`src/rtl/parallel_serial_shift_pkg.sv`:
```
// Shared constants for the serial link: FSM state encoding and default word width.
// The receiver side imports the same package so both ends agree on framing.
package parallel_serial_shift_pkg;

    localparam int DEFAULT_WIDTH = 8;

    typedef enum logic [1:0] {
        IDLE  = 2'd0,
        SHIFT = 2'd1,
        DONE  = 2'd2
    } state_t;

endpackage

```
`src/rtl/parallel_serial_shift_if.sv`:
```
// Load handshake plus serial output bundle between a word source and the shifter.
interface parallel_serial_shift_if #(
    parameter int WIDTH = parallel_serial_shift_pkg::DEFAULT_WIDTH
);

    logic             en;
    logic             load_valid;
    logic [WIDTH-1:0] data_in;
    logic             load_ready;
    logic             bit_out;
    logic             bit_valid;
    logic             busy;
    logic             done;

    modport master (
        output en, load_valid, data_in,
        input  load_ready, bit_out, bit_valid, busy, done
    );

    modport slave (
        input  en, load_valid, data_in,
        output load_ready, bit_out, bit_valid, busy, done
    );

endinterface

```
`src/rtl/parallel_serial_shift.sv`:
```
// Parallel-to-serial shifter: captures a word in IDLE and emits it LSB first,
// one bit per enabled clock, then pulses done for a single cycle.
module parallel_serial_shift
    import parallel_serial_shift_pkg::*;
#(
    parameter int WIDTH = DEFAULT_WIDTH
) (
    input  logic                    clk,
    input  logic                    rst,
    parallel_serial_shift_if.slave  bus
);

    localparam int             CW   = $clog2(WIDTH);
    localparam logic [CW-1:0]  LAST = CW'(WIDTH - 1);

    state_t           state;
    state_t           next_state;
    logic [WIDTH-1:0] shreg;
    logic [CW-1:0]    cnt;

    always_ff @(posedge clk) begin
        if (rst) begin
            state <= IDLE;
        end else begin
            state <= next_state;
        end
    end

    always_comb begin
        next_state = state;
        case (state)
            IDLE: begin
                if (bus.load_valid) begin
                    next_state = SHIFT;
                end
            end
            SHIFT: begin
                if (bus.en && (cnt == LAST)) begin
                    next_state = DONE;
                end
            end
            DONE: begin
                next_state = IDLE;
            end
            default: begin
                next_state = IDLE;
            end
        endcase
    end

    // Datapath only moves on a load in IDLE or an enabled cycle in SHIFT.
    always_ff @(posedge clk) begin
        if (rst) begin
            shreg <= '0;
            cnt   <= '0;
        end else begin
            case (state)
                IDLE: begin
                    if (bus.load_valid) begin
                        shreg <= bus.data_in;
                        cnt   <= '0;
                    end
                end
                SHIFT: begin
                    if (bus.en) begin
                        if (cnt == LAST) begin
                            shreg <= '0;
                            cnt   <= '0;
                        end else begin
                            shreg <= shreg >> 1;
                            cnt   <= cnt + 1'b1;
                        end
                    end
                end
                default: begin
                end
            endcase
        end
    end

    always_comb begin
        bus.load_ready = 1'b0;
        bus.bit_valid  = 1'b0;
        bus.bit_out    = 1'b0;
        bus.busy       = 1'b0;
        bus.done       = 1'b0;
        case (state)
            IDLE: begin
                bus.load_ready = 1'b1;
            end
            SHIFT: begin
                bus.bit_valid = 1'b1;
                bus.bit_out   = shreg[0];
                bus.busy      = 1'b1;
            end
            DONE: begin
                bus.busy = 1'b1;
                bus.done = 1'b1;
            end
            default: begin
            end
        endcase
    end

endmodule

```
`src/flat_wrapper.sv`:
```
// flat-port wrapper written by rule: the top's interface ports become plain ports
module parallel_serial_shift_flat import parallel_serial_shift_pkg::*;
#(
    parameter int WIDTH = DEFAULT_WIDTH
)
  (clk, rst, bus_en, bus_load_valid, bus_data_in, bus_load_ready, bus_bit_out, bus_bit_valid, bus_busy, bus_done);
  parallel_serial_shift_if #(.WIDTH(WIDTH)) bus_i ();
  input  logic clk;
  input  logic rst;
  input wire logic [$bits(bus_i.en)-1:0] bus_en;
  input wire logic [$bits(bus_i.load_valid)-1:0] bus_load_valid;
  input wire logic [$bits(bus_i.data_in)-1:0] bus_data_in;
  output wire logic [$bits(bus_i.load_ready)-1:0] bus_load_ready;
  output wire logic [$bits(bus_i.bit_out)-1:0] bus_bit_out;
  output wire logic [$bits(bus_i.bit_valid)-1:0] bus_bit_valid;
  output wire logic [$bits(bus_i.busy)-1:0] bus_busy;
  output wire logic [$bits(bus_i.done)-1:0] bus_done;
  assign bus_i.en = bus_en;
  assign bus_i.load_valid = bus_load_valid;
  assign bus_i.data_in = bus_data_in;
  assign bus_load_ready = bus_i.load_ready;
  assign bus_bit_out = bus_i.bit_out;
  assign bus_bit_valid = bus_i.bit_valid;
  assign bus_busy = bus_i.busy;
  assign bus_done = bus_i.done;
  parallel_serial_shift #(.WIDTH(WIDTH)) u_core (.clk(clk), .rst(rst), .bus(bus_i));
endmodule
```
`config.mk`:
```
export PLATFORM = sky130hd
export DESIGN_NAME = parallel_serial_shift_flat
export DESIGN_NICKNAME = d
export VERILOG_FILES = /design/src/rtl/parallel_serial_shift_pkg.sv /design/src/rtl/parallel_serial_shift_if.sv /design/src/rtl/parallel_serial_shift.sv /design/src/flat_wrapper.sv
export SDC_FILE = /design/constraint.sdc
export NUM_CORES = 1
export LEC_CHECK = 0
export BUFFER_PORTS_ARGS = -buffer_cell sky130_fd_sc_hd__buf_2
export CAP_MARGIN = 5
export CORE_UTILIZATION = 44
export CTS_CLUSTER_SIZE = 16
export DETAILED_ROUTE_END_ITERATION = 10
export PLACE_DENSITY = 0.79
export SYNTH_ARGS = -nofsm -noshare
export SYNTH_HDL_FRONTEND = slang
export SYNTH_SLANG_ARGS = --single-unit
```
`constraint.sdc`:
```
create_clock -name clk -period 1.7 [get_ports clk]
set_input_delay 0.34 -clock clk [delete_from_list [all_inputs] [get_ports clk]]
set_output_delay 0.34 -clock clk [all_outputs]
set_load 0.03 [all_outputs]
```
* Word-level counts from Yosys, hierarchy flattened
Index checks and enable logic that the tools add are counted. Widths: inputs -> output; s select.
Storage, ports and cells: register bits 13, bits in latches 0, bits in writable memories 0, bits in read-only memories 0, output and inout bits 5, word-level logic and storage cells 32, memories kept 0
Cells by class: add/subtract/negate cells 1, multiply operators 0, div/mod/pow operators 0, magnitude comparators 0, equal/unequal tests 6, shifts and indexed selects 0, mux-type cells 16, bitwise logic cells 0, reductions and logical operators 6
Operators with widths (number):
- $mux 8 | 2
- $pmux 8 s2 | 1
- $mux 3 | 3
- $mux 7 | 1
- $pmux 3 s2 | 1
- $mux 1 | 5
- $mux 2 | 2
- $ne 2x2->1 const B | 2
- $pmux 2 s2 | 1
- $add 3x1->3 const B | 1
- $eq 3x3->1 const B | 1
- $reduce_and 3->1 | 1
- $eq 2x1->1 const B | 1
- $eq 2x2->1 const B | 1
- $logic_not 2->1 | 1
- $ne 2x1->1 const B | 1
- $reduce_and 2->1 | 1
- $reduce_bool 2->1 | 1
- $reduce_or 2->1 | 1
- $logic_and 1x1->1 | 1

* Depth between registers and ports, before layout
Gate-level depths: netlist (run 1).
word-level depth 4, gate-level depth with buffers 6, depth with buffers taken out 5

* Least setup slack after synthesis (run 1)
OpenSTA, ideal clock, no wires.
kind register -> output, from register u_core.state[1], to output port bus_bit_out, arrival time 1425 ps, slack -65 ps, cell stages (with the launch flop) 5, path through dfxtp_1 inv_1 ha_1 clkbuf_1 and2_1
Between the ends: longest elaborated chain between the ends 2
RTL lines:
- from (decl) | RTL line parallel_serial_shift.sv:16 | state_t state;
- from (signal assigned) | RTL line parallel_serial_shift.sv:25 | state <= next_state;
- $eq 2x1->1 | RTL line parallel_serial_shift.sv:87 | case (state)
- $mux 1 | RTL line parallel_serial_shift.sv:87
- to (decl) | RTL line flat_wrapper.sv:14 | output wire logic [$bits(bus_i.bit_out)-1:0] bus_bit_out;
No other way between the ends.

* Worst setup path in the final report (run 1)
from register u_core.state[0], to output port bus_busy
Between the ends: longest elaborated chain between the ends 3, elaborated cells on any way between the ends 4
RTL lines:
- $eq 2x1->1 or $eq 2x2->1 (tied branches) | RTL line parallel_serial_shift.sv:87
- $reduce_or 2->1 (no line) (*)
- $mux 1 (*) | RTL line parallel_serial_shift.sv:87
- to (decl) | RTL line flat_wrapper.sv:16 | output wire logic [$bits(bus_i.busy)-1:0] bus_busy;
Every way passes the cells marked *; elsewhere a longest branch is shown, timed or not.

==> impl_metrics.csv, run 1 <==
group,metric,value,unit
grt,globalRoute.totalOverflow,0,
drt,route.detailed.vias_per_inst,5.47,
synth,ys_types,26,
synth,number_of_enable_type_register_cells_in_the_synthesized_netlist,0,
min_path,hold_path.class,"in -> reg",
placement,buffer_ports.inserted,16,
grt,first_pass_grt_wire_length,2620,um
floorplanning,floorplan.core_area,1520,um^2
timing,rsz0062_at_grt,"false",
cells_and_area,flow.area_growth_from_synthesis,21.8,%
power,power.leakage,0.408,nW
synth,yosysMostFrequentCell,"dfxtp_1",
placement,placed_cells_incl_taps,114,
drt,detailroute.via_count,651,
clock_tree,clkSlewWorstSetupHoldPaths,0.08,ns
synth,synth.yosys.warnings,0,
power,report.power.total,0.949,mW
synth,synth_top_area_share,35.5,%
worst_setup_path,worstSetupStartpointType,"flop",
floorplanning,die_h,42.8,um
worst_setup_path,worst_ep_arrival_time,1.21,ns
grt,globalRouteTotalUtil,19.8,%
worst_setup_path,cp_top_family,"flip-flops",
clock_tree,clk_root_buffer_cell,"clkbuf_4",
synth,mappedNetlistArea,733,um^2
timing,setup_violations,0,
timing,period_minus_slack,1.55,ns
worst_setup_path,crit_path_end_kind,"output port",
synth,synth_seq_cells,13,
floorplanning,die_area,1830,um^2
worst_setup_path,crit_path_max_incr_delay,0.37,ns
placement,pre_cts_ws,0.0729,ns
cells_and_area,num_antenna_cells,0,
drt,detail_route.first_pass.iterations,4,
worst_setup_path,critical_path_peak_fanout,3,
drt,avgRoutedWirePerCell,12.9,um
worst_setup_path,worst_ep_required_time,1.36,ns
worst_setup_path,criticalPathCategory,"reg -> out",
synth,synth_largest_area_cell,"dfxtp_1",
synth,postSynth.asyncResetShare,0,%
timing,timing_hold_violations_final,0,
clock_tree,cts_buffers,3,
cells_and_area,finish.utilization,58.6,%
floorplanning,start_util,48.1,%
floorplanning,die_w,42.8,um
synth,synth_flop_cell,"dfxtp_1",
floorplanning,num_io_pins,17,
timing,timing.final.max_slew_violations,0,
clock_tree,htreeDepth,1,
floorplanning,floorplan.rows,14,
timing,timing.final.ws_setup,0.153,ns
synth,syn_nets,100,
timing,max-slew-margin-rel,77.5,%
cells_and_area,fraction_of_final_layout_cells_sized_beyond_drive_strength_1,32.0,%
drt,first_iter_violations,8,
placement,routabilityCongestion,0.859,
timing,fmaxAchievable,646,MHz
clock_tree,clock_tree_from_tritoncts,"yes",
worst_setup_path,critPathBufInv,2,
synth,synth_area_per_cell,8.83,um^2
grt,initial_antenna_violation_count,0,
drt,postRouteWirelength,1530,um
cells_and_area,instances_no_fill,119,
clock_tree,cts.path.max_buffers,2,
timing,finalClockSkew,0.000987,ns
clock_tree,clock_sink_total,13,
job,max_cap_violations,0,
worst_setup_path,path_cells,"inv_1, ha_2, buf_2",
placement,dpl.hpwl,1080,um
cells_and_area,finalNetCount,121,
drt,antenna_violating_nets_post_route,0,
grt,grt_max_degree,13,
clock_tree,clock_insertion_delay_worst_skew,0.27,ns
run_status,status,"finished clean",
power,vdd_ir_drop_max,0.657,mV
timing,max_slew.worst_pin.slew,0.338,ns
synth,yosys-top-cells-area,"dfxtp_1 (35%), ha_1 (8.5%), a22o_1 (8.4%), o22ai_1 (6.0%), inv_1 (5.1%)",
synth,netlist_instances,83,
grt,vias_in_the_first_global_route,598,
power,power_per_cell_area,1060,nW/um^2
timing,layout_worst_path_cycle_share,91.0,%
drt,drt_drc_violations_left,0,
timing,timing.setup.tns,0,ns
worst_setup_path,timing.critical_path.slowest_stage_cell,"dfxtp_2",
synth,synth_sequential_area_ratio,35.5,%
synth,post_synth_top_cells,"dfxtp_1 (13), inv_1 (10), a22o_1 (7), nand2_1 (7), o22ai_1 (7)",
==> power breakdown <==
part           leakage [nW]  internal, mW  switching (mW)  total, mW
Combinational         0.286         0.161           0.218      0.379
Sequential            0.107         0.351          0.0301      0.381
Clock                0.0150        0.0909          0.0975      0.188
==> worst register-to-register path, delay by kind of cell (launching register included) <==
| kind | cells | cell delay [ns] |
|---|---|---|
| and+or+nand+nor | 2 | 0.27 |
| DFF | 1 | 0.36 |
| buffers and inverters | 3 | 0.37 |
| adders and majority gates | 1 | 0.20 |
| AOI/OAI and AO/OA | 1 | 0.20 |
==> kinds of logic after synthesis <==
group                    share of synthesized area [%]
AO/OA/AOI/OAI                                     28.5
AND/OR/NAND/NOR                                   19.8
buffers and inverters                             7.68
flip-flops                                        35.5
adder cells (fa/ha/maj)                           8.53
==> final timing paths <==
kind                                              startpoint                            to  slack [ns]  depth (start not counted)
worst min-delay path                                     rst    u_core.cnt[1]$_SDFFE_PP0P_        0.39                          2
worst max-delay path            u_core.state[0]$_SDFFE_PP0P_                      bus_busy        0.15                          3
worst min register to register  u_core.shreg[6]$_SDFFE_PP0P_  u_core.shreg[6]$_SDFFE_PP0P_        0.49                          1
worst max register to register  u_core.state[1]$_SDFFE_PP0P_  u_core.shreg[0]$_SDFFE_PP0P_        0.19                          7
==> state kept, by name, summed over array words and instances (netlist names) <==
name,count
u_core.state,2
u_core.cnt,3
u_core.shreg,8
==> layer usage <==
layer / track usage, % / vias up / wire length, um
li1: - / 337 / -
met1: 23.3 / 294 / 740
met2: 30.3 / 16 / 672
met3: 5.11 / 4 / 66
met4: 15.0 / 0 / 53
met5: 0 / - / 0
==> final cells by class <==
class | instances | area (um^2)
clock buffers | 4 | 26.3
fillers | 146 | 631
inverters | 10 | 37.5
multi-input cells | 56 | 434
flip-flops and latches | 13 | 263
well taps | 16 | 20.0
repair buffers | 20 | 113
==> metrics by stage <==
step	hold slack [ns]	instance area, um^2
2_1_floorplan	0.441	736
3_3_place_gp	0.462	840
3_5_place_dp	0.468	840
4_1_cts	0.378	880
5_1_grt	0.369	893
6_report	0.387	893
==> cells in the final DEF, fill, tap and decap left out, types with 2 or more instances in the layout <==
cell type,n
buf_2,15
nand2b_1,3
dfxtp_1,11
buf_4,5
ha_1,3
a22o_1,7
inv_1,9
a21oi_1,6
nand4_1,3
o22ai_1,7
dfxtp_2,2
nand2_1,7
o31ai_1,3
clkbuf_4,3
==> timing repair <==
action	in CTS	in global routing
resized for setup	3	4
setup buffers	0	2
hold buffers	0	0
cloned	0	0
pin swaps	0	2
endpoints found under the hold margin	0	0
setup endpoints to repair	1	9
(Power assumes the default switching activity.)
==> run 2, diff against run 1 <==
- CELL_PAD_IN_SITES_DETAIL_PLACEMENT: unset -> 1
- CELL_PAD_IN_SITES_GLOBAL_PLACEMENT: unset -> 1
- CORE_UTILIZATION: 44 -> 38
- PLACE_DENSITY: 0.79 -> 0.88
==> run 2 against run 1 <==
Net effect: non-clock buffer count up 2; sequential power about the same; sequential share of layout area fell by 0.94 points; worst setup slack worse by 0.089 ns; total power is 3.2% higher; wire length is 32% higher; die area is 15% higher; count of clock-buffer cells in the layout did not move; worst hold slack better by 0.0077 ns; largest cell class unchanged; critical path type unchanged; cell area up 2.8%; utilization decreased by 6.6 points.
==> impl_metrics.csv, run 2 (synthesis gave the netlist of run 1 again) <==
group,metric,value,unit
power,switchingPower,0.373,mW
min_path,hold_path.class,"in -> reg",
timing,fmaxAchievable,611,MHz
clock_tree,clock_tree_from_tritoncts,"yes",
worst_setup_path,critPathBufInv,3,
clock_tree,clock_sink_total,13,
timing,finalClockSkew,0.000896,ns
min_path,holdPathEnd,"u_core.shreg[7]$_SDFFE_PP0P_",
timing,max_slew.worst_pin.slew,0.359,ns
floorplanning,num_io_pins,17,
floorplanning,die_h,45.9,um
min_path,timing.hold.worst_path_depth,2,
grt,grt_max_degree,12,
timing,timing_hold_violations_final,0,
power,power_per_cell_area,1070,nW/um^2
placement,dpl.hpwl,1430,um
drt,antenna_violating_nets_post_route,0,
worst_setup_path,crit_path_max_incr_delay,0.34,ns
clock_tree,clk_root_buffer_cell,"clkbuf_4",
cells_and_area,finalNetCount,123,
power,clock_power_share,20.3,%
cells_and_area,layout_commonest_cell,"buf_2",
cells_and_area,reg.largest.list,"u_core.shreg: 8 flops, u_core.cnt: 3 flops, u_core.state: 2 flops",
clock_tree,clock_insertion_delay_worst_skew,0.28,ns
min_path,hold_path_startpoint,"rst",
clock_tree,holdBufCountCts,0,
power,power.switching_fraction,38.1,%
placement,placed_standard_cell_area,851,um^2
drt,avgRoutedWirePerCell,15.6,um
timing,setup_violations,0,
placement,buffer_ports.inserted,16,
cells_and_area,flow.area_growth_from_synthesis,25.3,%
worst_setup_path,worst_ep_arrival_time,1.30,ns
timing,timing.setup.tns,0,ns
floorplanning,die_area,2110,um^2
timing,rsz0062_at_grt,"false",
worst_setup_path,worst_ep_required_time,1.36,ns
power,power.leakage,0.418,nW
worst_setup_path,timing.critical_path.slowest_stage_cell,"dfxtp_2",
cells_and_area,finish.utilization,52.1,%
cells_and_area,design_area,918,um^2
cells_and_area,max_flop_register,"u_core.shreg",
cells_and_area,largest_register_ff_count,8,
grt,first_pass_grt_wire_length,3080,um
cells_and_area,num_antenna_cells,0,
cells_and_area,mostFrequentLayoutCells,"buf_2 (15), dfxtp_1 (12), inv_1 (10)",
worst_setup_path,reg2regPathDepth,7,
timing,timing.final.max_slew_violations,0,
grt,initial_antenna_violation_count,0,
job,max_cap_violations,0,
worst_setup_path,crit_path_end_kind,"output port",
worst_setup_path,criticalPathCategory,"reg -> out",
clock_tree,htreeDepth,1,
worst_setup_path,regToRegSetupSlack,0.11,ns
worst_setup_path,path_cells,"inv_1, ha_4, buf_4, and2_1, buf_4",
cells_and_area,fillers,239,
power,p_seq_share,38.9,%
clock_tree,cts_buffers,3,
floorplanning,die_w,45.9,um
clock_tree,clkSlewWorstSetupHoldPaths,0.08,ns
floorplanning,floorplan.core_area,1760,um^2
worst_setup_path,r2r_end,"u_core.shreg[1]$_SDFFE_PP0P_",
power,internal-power,0.606,mW
timing,period_minus_slack,1.64,ns
cells_and_area,register_area,262,um^2
placement,routabilityCongestion,0.761,
timing,layout_worst_path_cycle_share,96.3,%
cells_and_area,fraction_of_final_layout_cells_sized_beyond_drive_strength_1,31.4,%
worst_setup_path,cp_top_family,"buffers and inverters",
power,vdd_ir_drop_max,0.480,mV
grt,vias_in_the_first_global_route,703,
drt,first_iter_violations,21,
run_status,status,"finished clean",
placement,pre_cts_ws,0.0646,ns
worst_setup_path,worstSetupStartpointType,"flop",
floorplanning,start_util,41.6,%
power,combinationalPowerShare,40.8,%
worst_setup_path,critical_path_peak_fanout,7,
worst_setup_path,crit_path_frequent_cell,"buf_4",
cells_and_area,area_of_the_multi_input_gates,434,um^2
floorplanning,floorplan.rows,15,
timing,timing.final.ws_setup,0.0632,ns
drt,route.detailed.vias_per_inst,5.45,
drt,detail_route.first_pass.iterations,4,
drt,drt_drc_violations_left,0,
drt,postRouteWirelength,2030,um
clock_tree,cts.path.max_buffers,2,
drt,detailroute.via_count,709,
timing,max-slew-margin-rel,76.1,%
grt,globalRoute.totalOverflow,0,
worst_setup_path,r2r_start,"u_core.state[1]$_SDFFE_PP0P_",
grt,globalRouteTotalUtil,21.2,%
==> run 2: power by group through the flow <==
stage / Clock [mW] / Combinational (mW) / Sequential (mW)
after floorplan: 0 / 0.279 / 0.375
after global placement: 0 / 0.350 / 0.382
after detailed placement: 0 / 0.370 / 0.385
after CTS: 0.202 / 0.379 / 0.381
after global routing: 0.214 / 0.433 / 0.386
final: 0.199 / 0.399 / 0.381
==> run 2: cell type report <==
type	count	share of cell area, %
Multi-Input combinational cell	56	47.3
Sequential cell	13	28.5
Timing Repair Buffer	22	13.9
Inverter	10	4.09
Tap cell	25	3.41
Clock buffer	4	2.86
==> run 2: layer usage <==
layer / vias up / wire [um] / share of wire, % / GRT usage (%)
li1: 342 / - / - / -
met2: 28 / 978 / 48 / 34.9
met3: 10 / 74 / 3.6 / 3.57
met1: 329 / 893 / 44 / 25.1
met5: - / 0 / 0 / 0
met4: 0 / 82 / 4.0 / 13.5
==> run 2: how the worst max path moves through the flow <==
stage	start	to	slack [ns]	cells after the start
2_1_floorplan	u_core.state[1]$_SDFFE_PP0P_	bus_bit_out	0.05	4
3_3_place_gp	u_core.state[0]$_SDFFE_PP0P_	u_core.shreg[2]$_SDFFE_PP0P_	0.20	5
3_5_place_dp	u_core.state[0]$_SDFFE_PP0P_	u_core.shreg[1]$_SDFFE_PP0P_	0.06	5
4_1_cts	u_core.state[0]$_SDFFE_PP0P_	u_core.shreg[1]$_SDFFE_PP0P_	0.002	5
5_1_grt	u_core.state[1]$_SDFFE_PP0P_	bus_bit_out	0.009	5
6_report	u_core.state[1]$_SDFFE_PP0P_	bus_bit_out	0.06	5
==> run 2: worst register-to-register path: stages, from the launching register on <==
cell	delay, ns
dfxtp_2	0.33
inv_1	0.11
ha_4	0.15
buf_4	0.15
nor2b_2	0.32
nor4_4	0.07
buf_4	0.16
a22o_1	0.20
==> run 2: repair_timing <==
item / in CTS / in global routing
endpoints found under the setup margin: 1 / 9
pin swaps: 0 / 2
resized for setup: 3 / 2
endpoints found under the hold margin: 0 / 0
buffers inserted: 1 / 2
==> run 2: stage by stage <==
stage | power, mW | hold slack (ns) | std cells
finish | 0.979 | 0.395 | 130
global route | 1.03 | 0.397 | 130
global placement | 0.732 | 0.462 | 123
CTS | 0.962 | 0.373 | 128
detailed placement | 0.755 | 0.469 | 123
floorplan | 0.654 | 0.441 | 83
==> run 3, diff against run 2 <==
- CORE_UTILIZATION: 38 -> 40
- PLACE_DENSITY: 0.88 -> 0.92
- clock period: 1.7 -> 1.95 ns (I/O delays scaled with it)
==> run 3 against run 2 <==
Net effect: cell area is 5.6% lower; die area down 4.8%; critical path depth decreased by 1; non-clock buffer count is 4 lower; first-iteration DRC count fell by 43%; sequential cell count stayed put; register-to-register slack better by 0.17 ns; largest cell class unchanged; via count down 6.6%.
==> impl_metrics.csv, run 3 (synthesis gave the netlist of run 1 again) <==
group,metric,value,unit
run_status,status,"finished clean",
clock_tree,htreeDepth,1,
clock_tree,clock_sink_total,13,
cells_and_area,fillers,226,
cells_and_area,register_area,260,um^2
cells_and_area,fraction_of_final_layout_cells_sized_beyond_drive_strength_1,24.8,%
drt,antenna_violating_nets_post_route,0,
drt,drt_drc_violations_left,0,
floorplanning,floorplan.core_area,1730,um^2
clock_tree,cts_resized,0,
timing,timing.setup.tns,0,ns
cells_and_area,finish.utilization,50.2,%
clock_tree,cts_buffers,3,
cells_and_area,finalNetCount,119,
worst_setup_path,critical_path_peak_fanout,12,
clock_tree,holdBufCountCts,0,
worst_setup_path,crit_path_max_incr_delay,0.38,ns
worst_setup_path,timing.critical_path.slowest_stage_cell,"ha_1",
cells_and_area,layout_commonest_cell,"buf_2",
drt,postRouteWirelength,1730,um
grt,grt_max_degree,13,
drt,detailroute.via_count,662,
floorplanning,die_h,44.8,um
job,max_cap_violations,0,
timing,setup_violations,0,
cells_and_area,num_antenna_cells,0,
clock_tree,clock_tree_from_tritoncts,"yes",
worst_setup_path,criticalPathCategory,"reg -> out",
power,vdd_ir_drop_max,0.467,mV
grt,globalRoute.totalOverflow,0,
grt,initial_antenna_violation_count,0,
clock_tree,clkSlewWorstSetupHoldPaths,0.09,ns
floorplanning,die_w,44.8,um
cells_and_area,max_flop_register,"u_core.shreg",
timing,max-slew-margin-rel,71.8,%
grt,first_pass_grt_wire_length,2880,um
floorplanning,num_io_pins,17,
timing,period_minus_slack,1.83,ns
timing,layout_worst_path_cycle_share,94.1,%
placement,placed_cells_incl_taps,122,
power,power_per_cell_area,936,nW/um^2
clock_tree,post-cts-setup-buffers,0,
worst_setup_path,worst_ep_arrival_time,1.44,ns
floorplanning,floorplan.rows,15,
worst_setup_path,path_cells,"inv_1, ha_1, and2_1, buf_2",
placement,dpl.hpwl,1380,um
floorplanning,die_area,2010,um^2
worst_setup_path,cp_top_family,"adder cells",
drt,avgRoutedWirePerCell,13.8,um
worst_setup_path,worstSetupStartpointType,"flop",
cells_and_area,flow.area_growth_from_synthesis,18.3,%
placement,routabilityCongestion,0.838,
timing,finalClockSkew,0.00915,ns
worst_setup_path,crit_path_end_kind,"output port",
timing,timing.final.max_slew_violations,0,
drt,first_iter_violations,12,
timing,max_slew.worst_pin.slew,0.420,ns
cells_and_area,area_of_the_multi_input_gates,417,um^2
floorplanning,start_util,42.5,%
grt,vias_in_the_first_global_route,637,
worst_setup_path,critPathBufInv,2,
cells_and_area,mostFrequentLayoutCells,"buf_2 (16), dfxtp_1 (13), inv_1 (10)",
clock_tree,clk_root_buffer_cell,"clkbuf_4",
drt,detail_route.first_pass.iterations,4,
cells_and_area,instances_no_fill,126,
min_path,hold_path.class,"in -> reg",
worst_setup_path,worst_ep_required_time,1.56,ns
placement,buffer_ports.inserted,16,
drt,route.detailed.vias_per_inst,5.25,
timing,rsz0062_at_grt,"false",
timing,fmaxAchievable,545,MHz
grt,globalRouteTotalUtil,20.1,%
power,power.leakage,0.398,nW
cells_and_area,reg.largest.list,"u_core.shreg: 8 flops, u_core.cnt: 3 flops, u_core.state: 2 flops",
clock_tree,clock_insertion_delay_worst_skew,0.28,ns
cells_and_area,largest_register_ff_count,8,
clock_tree,cts.path.max_buffers,2,
timing,timing_hold_violations_final,0,
==> run 3: cell types whose count changed in the layout (fill, tap and decap cells not counted), sizes merged <==
cell  previous run  this run
buf             22        18
==> run 3: path summary, 6_finish.rpt <==
check | startpoint | to | slack [ns] | depth (start not counted)
min | rst | u_core.shreg[7]$_SDFFE_PP0P_ | 0.42 | 2
max reg2reg | u_core.state[1]$_SDFFE_PP0P_ | u_core.shreg[6]$_SDFFE_PP0P_ | 0.28 | 5
min reg2reg | u_core.shreg[3]$_SDFFE_PP0P_ | u_core.shreg[3]$_SDFFE_PP0P_ | 0.49 | 1
max | u_core.state[1]$_SDFFE_PP0P_ | bus_bit_out | 0.12 | 4
==> run 3: power by group <==
part	total [mW]	switching (mW)	internal (mW)	leakage, nW
logic	0.312	0.190	0.122	0.277
clock network	0.171	0.0920	0.0793	0.0150
registers	0.329	0.0241	0.305	0.106
total	0.812	0.306	0.506	0.398
==> run 3: per-stage QoR <==
step / worst slack (ns) / area (um^2) / power, mW / hold WS [ns]
finish: 0.115 / 867 / 0.812 / 0.417
global placement: 0.394 / 841 / 0.631 / 0.463
floorplan: 0.135 / 733 / 0.569 / 0.441
global route: 0.0169 / 867 / 0.863 / 0.440
CTS: 0.102 / 867 / 0.818 / 0.420
detailed placement: 0.269 / 841 / 0.650 / 0.466
==> run 3: cell type report <==
class | instances | area share, %
Multi-Input combinational cell | 56 | 48.1
Sequential cell | 13 | 30.0
Timing Repair Buffer | 18 | 11.0
Inverter | 10 | 4.33
Tap cell | 25 | 3.61
Clock buffer | 4 | 3.03
==> run 3: per-layer routing <==
layer / wire (um) / vias up / global-route usage, % / part of all wire (%)
met1: 758 / 309 / 23.8 / 44
met4: 30 / 0 / 9.09 / 1.7
met2: 882 / 14 / 35.3 / 51
met5: 0 / - / 0 / 0
met3: 62 / 4 / 3.60 / 3.6
li1: - / 335 / - / -
